`src/rtl/obi_sram_bridge_pkg.sv`:
```
// ============================================================================
// Package : obi_sram_bridge_pkg
// Purpose : Shared types and constants for obi_sram_bridge:
//           - default OBI request/response structs,
//           - FSM state enum,
//           - response-kind enum,
//           - read-data pattern returned for out-of-range reads.
// Revision: 1.0 - initial release
// ============================================================================
`default_nettype none

package obi_sram_bridge_pkg;

    // Default OBI request: strobe, write enable, byte enables, byte address, write data.
    typedef struct packed {
        logic        req;
        logic        we;
        logic [3:0]  be;
        logic [31:0] addr;
        logic [31:0] wdata;
    } obi_req_default_t;

    // Default OBI response: grant, read-valid, read data.
    typedef struct packed {
        logic        gnt;
        logic        rvalid;
        logic [31:0] rdata;
    } obi_resp_default_t;

    // Bridge FSM. ST_WAIT is only reachable when wait states are compiled in.
    typedef enum logic [1:0] {
        ST_IDLE = 2'd0,
        ST_WAIT = 2'd1,
        ST_RESP = 2'd2
    } state_e;

    // What the response beat following a grant has to return.
    typedef enum logic [1:0] {
        RK_WRITE    = 2'd0,
        RK_READ     = 2'd1,
        RK_READ_ERR = 2'd2
    } resp_kind_e;

    // Read data returned for reads that miss the SRAM window.
    localparam logic [31:0] ERR_RDATA = 32'hBADCAB1E;

    // Width of the wait-state counter / wait_cycles_i port.
    localparam int unsigned WAIT_W = 4;

endpackage : obi_sram_bridge_pkg

`default_nettype wire

```
`src/rtl/obi_sram_bridge.sv`:
```
// ============================================================================
// Module  : obi_sram_bridge
// Purpose : Bridges one OBI slave port onto a single-port synchronous SRAM
//           (one-cycle read latency). At most one transaction is outstanding.
//           Accesses outside [BaseAddr, BaseAddr + 4*NumWords) are granted
//           but never reach the SRAM; they are counted in err_cnt_o and reads
//           return 32'hBADCAB1E.
//
// Optional feature: define OBI_SRAM_BRIDGE_WAIT_EN to add the wait_cycles_i
//           port. A request arriving with wait_cycles_i = N > 0 is then
//           granted N cycles after it is first seen (if still asserted).
//
// Ports   :
//   clk_i          in   1              clock
//   rst_ni         in   1              asynchronous active-low reset
//   slave_req_i    in   obi_req_t      OBI request (req, we, be, addr, wdata)
//   slave_resp_o   out  obi_resp_t     OBI response (gnt, rvalid, rdata)
//   mem_req_o      out  1              SRAM access strobe
//   mem_we_o       out  1              SRAM write enable
//   mem_be_o       out  4              SRAM byte enables
//   mem_addr_o     out  clog2(NumWords) SRAM word index
//   mem_wdata_o    out  32             SRAM write data
//   mem_rdata_i    in   32             SRAM read data (one cycle after mem_req_o)
//   err_cnt_o      out  16             saturating out-of-range access count
//   wait_cycles_i  in   4              wait states (OBI_SRAM_BRIDGE_WAIT_EN only)
//
// Revision: 1.0 - initial release
// ============================================================================
`default_nettype none

module obi_sram_bridge
    import obi_sram_bridge_pkg::*;
#(
    // The default request/response types are the package structs so that the
    // field accesses below are always legal; any struct with the same field
    // names may be substituted.
    parameter type         obi_req_t  = obi_req_default_t,
    parameter type         obi_resp_t = obi_resp_default_t,
    parameter int unsigned NumWords   = 1024,
    parameter logic [31:0] BaseAddr   = 32'h0,
    localparam int unsigned AW        = $clog2(NumWords)
) (
    input  logic              clk_i,
    input  logic              rst_ni,
    input  obi_req_t          slave_req_i,
    output obi_resp_t         slave_resp_o,
    output logic              mem_req_o,
    output logic              mem_we_o,
    output logic [3:0]        mem_be_o,
    output logic [AW-1:0]     mem_addr_o,
    output logic [31:0]       mem_wdata_o,
    input  logic [31:0]       mem_rdata_i,
    output logic [15:0]       err_cnt_o
`ifdef OBI_SRAM_BRIDGE_WAIT_EN
    ,
    input  logic [WAIT_W-1:0] wait_cycles_i
`endif
);

    state_e      state, state_nxt;
    resp_kind_e  kind, kind_nxt;
    logic [15:0] err_cnt;
    logic        gnt;
    logic        in_range;
    logic        mem_access;
    logic [AW-1:0] word_idx;

    // Range check in 33 bits so a window ending at 4 GiB does not wrap.
    logic [32:0] addr_ext;
    logic [32:0] lo_ext;
    logic [32:0] hi_ext;

    assign addr_ext = {1'b0, slave_req_i.addr};
    assign lo_ext   = {1'b0, BaseAddr};
    assign hi_ext   = lo_ext + (33'(NumWords) << 2);
    assign in_range = (addr_ext >= lo_ext) && (addr_ext < hi_ext);

    // Byte offset into the window, as a word index; addr[1:0] drop out here.
    assign word_idx = AW'((slave_req_i.addr - BaseAddr) >> 2);

`ifdef OBI_SRAM_BRIDGE_WAIT_EN
    logic [WAIT_W-1:0] wait_cnt, wait_cnt_nxt;
`endif

    // ------------------------------------------------------------------
    // State register
    // ------------------------------------------------------------------
    always_ff @(posedge clk_i or negedge rst_ni) begin
        if (!rst_ni) begin
            state   <= ST_IDLE;
            kind    <= RK_WRITE;
            err_cnt <= 16'h0000;
`ifdef OBI_SRAM_BRIDGE_WAIT_EN
            wait_cnt <= '0;
`endif
        end else begin
            state <= state_nxt;
            kind  <= kind_nxt;
            if (gnt && !in_range && (err_cnt != 16'hFFFF)) begin
                err_cnt <= err_cnt + 16'd1;
            end
`ifdef OBI_SRAM_BRIDGE_WAIT_EN
            wait_cnt <= wait_cnt_nxt;
`endif
        end
    end

    // ------------------------------------------------------------------
    // Next state and grant
    // ------------------------------------------------------------------
    always_comb begin
        state_nxt = state;
        kind_nxt  = kind;
        gnt       = 1'b0;
`ifdef OBI_SRAM_BRIDGE_WAIT_EN
        wait_cnt_nxt = wait_cnt;
`endif

        case (state)
            ST_IDLE, ST_RESP: begin
                // The response beat (if any) completes this cycle, so unless
                // something new is granted or delayed we fall back to idle.
                state_nxt = ST_IDLE;
                if (slave_req_i.req) begin
`ifdef OBI_SRAM_BRIDGE_WAIT_EN
                    if (wait_cycles_i != '0) begin
                        state_nxt    = ST_WAIT;
                        wait_cnt_nxt = wait_cycles_i;
                    end else begin
                        gnt = 1'b1;
                    end
`else
                    gnt = 1'b1;
`endif
                end
            end
`ifdef OBI_SRAM_BRIDGE_WAIT_EN
            ST_WAIT: begin
                if (!slave_req_i.req) begin
                    state_nxt    = ST_IDLE;
                    wait_cnt_nxt = '0;
                end else if (wait_cnt <= WAIT_W'(1)) begin
                    // Counter loaded with N on entry: the last count lands
                    // exactly N cycles after the request was first seen.
                    gnt          = 1'b1;
                    wait_cnt_nxt = '0;
                end else begin
                    wait_cnt_nxt = wait_cnt - WAIT_W'(1);
                end
            end
`endif
            default: begin
                state_nxt = ST_IDLE;
            end
        endcase

        // No grant may escape while reset is asserted, even though req is
        // sampled combinationally.
        if (!rst_ni) begin
            gnt = 1'b0;
        end

        if (gnt) begin
            state_nxt = ST_RESP;
            if (slave_req_i.we) begin
                kind_nxt = RK_WRITE;
            end else if (in_range) begin
                kind_nxt = RK_READ;
            end else begin
                kind_nxt = RK_READ_ERR;
            end
        end
    end

    // ------------------------------------------------------------------
    // SRAM side: only an in-range grant touches the memory; otherwise every
    // mem_* output is parked at zero.
    // ------------------------------------------------------------------
    assign mem_access  = gnt && in_range;
    assign mem_req_o   = mem_access;
    assign mem_we_o    = mem_access ? slave_req_i.we    : 1'b0;
    assign mem_be_o    = mem_access ? slave_req_i.be    : 4'h0;
    assign mem_addr_o  = mem_access ? word_idx          : '0;
    assign mem_wdata_o = mem_access ? slave_req_i.wdata : 32'h0;

    // ------------------------------------------------------------------
    // OBI response. rvalid is simply "in RESP"; read data is passed straight
    // through from the SRAM, which presents it in this same cycle.
    // ------------------------------------------------------------------
    always_comb begin
        slave_resp_o        = '0;
        slave_resp_o.gnt    = gnt;
        slave_resp_o.rvalid = (state == ST_RESP);
        if (state == ST_RESP) begin
            case (kind)
                RK_READ:     slave_resp_o.rdata = mem_rdata_i;
                RK_READ_ERR: slave_resp_o.rdata = ERR_RDATA;
                default:     slave_resp_o.rdata = 32'h0;
            endcase
        end
    end

    assign err_cnt_o = err_cnt;

endmodule : obi_sram_bridge

`default_nettype wire

```
`config.mk`:
```
export PLATFORM = sky130hd
export DESIGN_NAME = obi_sram_bridge
export DESIGN_NICKNAME = d
export VERILOG_FILES = /design/src/rtl/obi_sram_bridge_pkg.sv /design/src/rtl/obi_sram_bridge.sv
export SDC_FILE = /design/constraint.sdc
export NUM_CORES = 1
export LEC_CHECK = 0
export BUFFER_PORTS_ARGS = -buffer_cell sky130_fd_sc_hd__buf_2
export CORE_AREA = 2 2 78 80
export DETAILED_ROUTE_END_ITERATION = 7
export DIE_AREA = 0 0 80 82
export PLACE_DENSITY_LB_ADDON = 0.1
export REMOVE_ABC_BUFFERS = 1
export SYNTH_ARGS = -nofsm -noshare
export SYNTH_HDL_FRONTEND = slang
export SYNTH_SLANG_ARGS = --single-unit
```
`constraint.sdc`:
```
create_clock -name clk_i -period 3.35 [get_ports clk_i]
set_clock_uncertainty 0.15 [all_clocks]
set_input_delay 0.8375 -clock clk_i [delete_from_list [all_inputs] [get_ports clk_i]]
set_output_delay 0.8375 -clock clk_i [all_outputs]
set_load 0.02 [all_outputs]
```
## Word-level counts from Yosys, hierarchy flattened

Cells that the tools add are included.

| storage, ports and cells | value |
|---|---|
| input port bits | 104 |
| register bits after elaboration | 20 |

| cells by class | value |
|---|---|
| equality and inequality tests | 4 |
| $lt $le $gt $ge | 2 |
| add/sub/neg operators | 1 |
| reduce and logical (&&, ||, !) cells | 7 |
| muxes and demuxes | 12 |

Operators with widths:

| kind | number |
|---|---|
| 32-bit 2-to-1 mux | 2 |
| 32-bit case mux with 2 select lines | 1 |
| 32-bit by 1-bit greater-or-equal comparator with 1-bit output (second input constant) | 1 |
| 32-bit by 13-bit less-than comparator with 1-bit output (second input constant) | 1 |
| 16-bit by 1-bit adder with 16-bit output (second input constant) | 1 |
| 16-bit != test (second input constant) | 1 |
| 10-bit 2-to-1 mux | 1 |
| 2-bit 2-to-1 mux | 3 |
| 2-bit == test (second input constant) | 2 |
| 1-bit logical AND | 4 |
| 1-bit 2-to-1 mux | 4 |
| 4-bit 2-to-1 mux | 1 |
| 2-bit by 1-bit == test with 1-bit output (second input constant) | 1 |
| 2-bit zero test | 1 |
| 2-bit OR reduction | 1 |
| 1-bit zero test | 1 |

## Logic depth before layout (Yosys ltp)

| depth | value |
|---|---|
| depth in word-level cells | 6 |
| mapped depth | 7 |

## Worst setup path after synthesis

Ideal clock, no wire load.

| timing path | value |
|---|---|
| path kind | in2out |
| from | input slave_req_i[50] (netlist name) |
| to | output mem_wdata_o[22] |
| buffers on the path | 1 |
| setup slack | 122 ps |
| data arrival time | 2240 ps |
| cell stages on the path | 6 |
| data required time | 2362 ps |
| cells stage by stage | nor4_1 nand3_1 or2_1 nor2_1 clkbuf_1 and2_1 |

| between the ends | value |
|---|---|
| word-level cells in the longest chain between the ends | 4 |
| elaborated cells on any way between the ends | 5 |
| classes of those cells | order compare: 2; mux: 1; reduce/logical: 2 |

Ends and longest elaborated chain:

| element | RTL line | RTL |
|---|---|---|
| from (decl) | obi_sram_bridge.sv:45 | `input obi_req_t slave_req_i,` |
| 32-bit by 1-bit greater-or-equal comparator with 1-bit output / 32-bit by 13-bit less-than comparator with 1-bit output (equally long branches) | obi_sram_bridge.sv:76 | `assign in_range = (addr_ext >= lo_ext) && (addr_ext < hi_ext);` |
| 1-bit logical AND * | obi_sram_bridge.sv:76 |  |
| 1-bit logical AND * | obi_sram_bridge.sv:179 | `assign mem_access = gnt && in_range;` |
| via mem_req_o | obi_sram_bridge.sv:47 | `output logic mem_req_o,` |
| 32-bit 2-to-1 mux * | obi_sram_bridge.sv:184 | `assign mem_wdata_o = mem_access ? slave_req_i.wdata : 32'h0;` |
| to (decl) | obi_sram_bridge.sv:51 | `output logic [31:0] mem_wdata_o,` |

The timed path passes the listed nets; every way through them passes the cells marked *.

## Final worst setup path

| timing path | value |
|---|---|
| from | input slave_req_i[52] (netlist name) |
| to | output mem_wdata_o[3] |

| between the ends | value |
|---|---|
| word-level cells in the longest chain between the ends | 4 |
| elaborated cells on any way between the ends | 5 |
| classes of those cells | order compare: 2; mux: 1; reduce/logical: 2 |

Ends and longest elaborated chain:

| element | RTL line |
|---|---|
| 32-bit by 1-bit greater-or-equal comparator with 1-bit output / 32-bit by 13-bit less-than comparator with 1-bit output (equally long branches) | obi_sram_bridge.sv:76 |
| 1-bit logical AND * | obi_sram_bridge.sv:76 |
| 1-bit logical AND * | obi_sram_bridge.sv:179 |
| 32-bit 2-to-1 mux * | obi_sram_bridge.sv:184 |

Every way passes the cells marked *; elsewhere a longest branch is shown, timed or not.

==> results.md <==
- Fillers: about 530
- Final Max Tran Viols: 0
- Global Route Usage Sum: 19.0%
- Leakage: 1.82 nW
- HP Class: reg -> reg
- DRC: 0
- Iteration-0 DRC Markers: 50
- Ant. Diodes: 0
- WS Path Type: in -> out
- Port Buffer Count: around 200
- Peak VDD IR: 340 uV
- Post-synth EDFFs: 0
- Ports: roughly 200
- Register area: 475 sq um
- Status: finished, violations left
- Layout area overhead: 106%
- Post-synthesis average cell area: a little under 8 sq um
- Vias/cell: 4.58
- Post-DP HPWL: 5.06 mm
- Initial antenna violation count: 0
- Share of synthesized flip-flops with an asynchronous set or reset: 100%
- First-pass DRT Iterations: 4
- Pin count of the biggest net entering global routing: 33
- Drt total wl: 7.02 mm
- Power per cell area: 241 nW/um^2
- Bufs and invs on worst path: 5
- Cells along the critical path: buf_6, nor4_4, buf_4, nand3_2, or2_4, nor2_4, buf_6, buf_16, and2_1, buf_4
- Vias: 2207
- Die ar.: about 6600 sq um
- Post-route design area: roughly 3300 sq um
- Fin. Hold Viols: 0
- Std-Cell Rows: 28
- Synth top area share: 29.9%
- CP top delay family: simple AND/OR/NAND/NOR gates
- Ys Warns: 0
- CP Depth: 10
- Die W: approximately 80 um
- Mapped Area: 1590 sq um
- Share of cells above drive strength 1: 64.6%
- Total grt overflow: 0
- Cell count after synthesis: 206
- Data arrival time of the worst path: 2380 ps
- Clock sink total: 19
- Primary FF master, synth: dfrtp_1
- Fin worst setup slack: -22.3 ps
- Post-synth cell types: 32
- Post-synth top cells: and2_1 (46), nor2_1 (20), a21oi_1 (19), dfrtp_1 (19)
- Synth area leader: dfrtp_1
- Global-route wire length before repair: about 9.7 mm
- Core ar.: 5750 sq um
- Area after DPL: around 2700 sq um
- Avg WL per Cell: 14.6 um
- Type of origin of the critical path: primary input
- Slew margin rel.: 57.1%
- Initial core utilization: around 28%
- RSZ-0062 raised after global routing: yes
- Critical Path RT: 2360 ps
- Slowest stage delay, CP: 260 ps
- Crit path max fanout: 11
- Max-capacitance violation count: 0
- Vias in the first global route: roughly 2000
- Register area share after synthesis: 29.9%
- GP Congestion: approximately 0.75
- CP Capture Type: output pin
- Clock edge transition at the registers on the reported setup and hold paths: 70 ps
- Max Freq: between 200 and 300 MHz
- CTS buffer count: 3
- CTS Buffer Depth: 2
- Cts hold-fix bufs: 0
- Cells on worst reg2reg path: 6
- Worst-Skew Late Latency: 250 ps
- Minimum clock period: 3370 ps
- CTS tree: built
- Top post-synthesis cells by area: dfrtp_1 (30%), and2_1 (18%), a21oi_1 (6.0%)
- Nets: 515
- Clk Tree Root Cell: clkbuf_8
- Die height: 82 um
- Worst Hold Depth: 1
- Worst slew pin tran: between 600 and 700 ps
- Post-route clock period utilization: 101%
- Cell with the most instances after synthesis: and2_1
- Synth Register Bits: 19
- Number of setup violations in the final report: 13
- Multi-input logic area: 1150 sq um
- CTS H-tree lvls: 1
- DRT antenna net count: 0
- Failing checks: setup timing
- Critical-path top delay cell: or2_4
- Total power: 0.000787 W
[flip-flops by register name (all words and copies together), names as in the netlist]
register,cells
state,1
kind,2
err_cnt_o,16
[cell families after synthesis]
logic type	Yosys count	share of synthesized area, %
compound gates	22	7.48
xor+xnor	13	7.17
fa+ha+maj	3	2.36
buf+inv	24	6.46
flops	19	29.9
mux	3	2.05
simple gates	122	44.6
[cells in the final DEF, fill, tap and decap left out, types with 2 or more instances in the layout]
cell and n:
buf_2 151, buf_6 44, and2_4 36, a21oi_1 19, nor2_1 19, dfrtp_1 19
and3_1 13, buf_4 13, and2_1 10, xor2_1 10, inv_1 8, nor4_1 8
nand2_1 7, nor3_1 5, nand3_1 5, nor4_2 3, xnor2_1 3, ha_1 3
clkbuf_8 3, buf_16 3, nand4_1 2, mux2_1 2, or3_1 2, nor4b_1 2
[cell type report]
cell class	count	area share, %
flip-flops and latches	19	14.5
repair buffers	213	45.1
multi-input cells	163	35.2
well taps	75	2.87
clock buffers	4	1.38
inverters	8	0.918
[per-stage QoR]
stage,cells,setup WS [ps],TNS (ps),util (%),hold slack (ps)
detailed placement,471,-97.1,-2670,46.5,333
global route,482,-119,-3220,56.9,378
finish,482,-22.3,-142,56.9,350
global placement,471,-76.8,-1030,46.5,329
CTS,481,-21.1,-247,52.7,349
floorplan,190,-674,-31320,-,353
[path summary, 6_finish.rpt]
kind	from	end	slack, ps
setup / recovery	slave_req_i[52]	mem_wdata_o[3]	-20
hold / removal	err_cnt_o[9]$_DFFE_PN0P_	err_cnt_o[9]$_DFFE_PN0P_	350
setup reg to reg	err_cnt_o[0]$_DFFE_PN0P_	err_cnt_o[1]$_DFFE_PN0P_	950
hold reg to reg	err_cnt_o[9]$_DFFE_PN0P_	err_cnt_o[9]$_DFFE_PN0P_	350
max in group asynchronous	rst_ni	err_cnt_o[15]$_DFFE_PN0P_	2410
min in group asynchronous	rst_ni	err_cnt_o[11]$_DFFE_PN0P_	430
[power breakdown]
part           internal (W)  switching, W  leakage, nW
Clock             0.0000845     0.0000777       0.0228
Combinational      0.000130      0.000166         1.57
Sequential         0.000273     0.0000559        0.235
[routing by layer]
metal  routed length, um  up-vias  GRT usage, %
li1                    -     1098             -
met1                2720      970          22.8
met2                3130      123          29.9
met3                1040       16          10.1
met4                 127        0          4.75
met5                   0        -             0
[timing repair]
item,CTS,global route
setup buffers,3,1
setup endpoints to repair,46,46
gates cloned,3,1
hold endpoints to repair,0,0
resized for setup,70,67
pin swaps,3,10
Note: power is estimated with default switching activity, not from simulation.
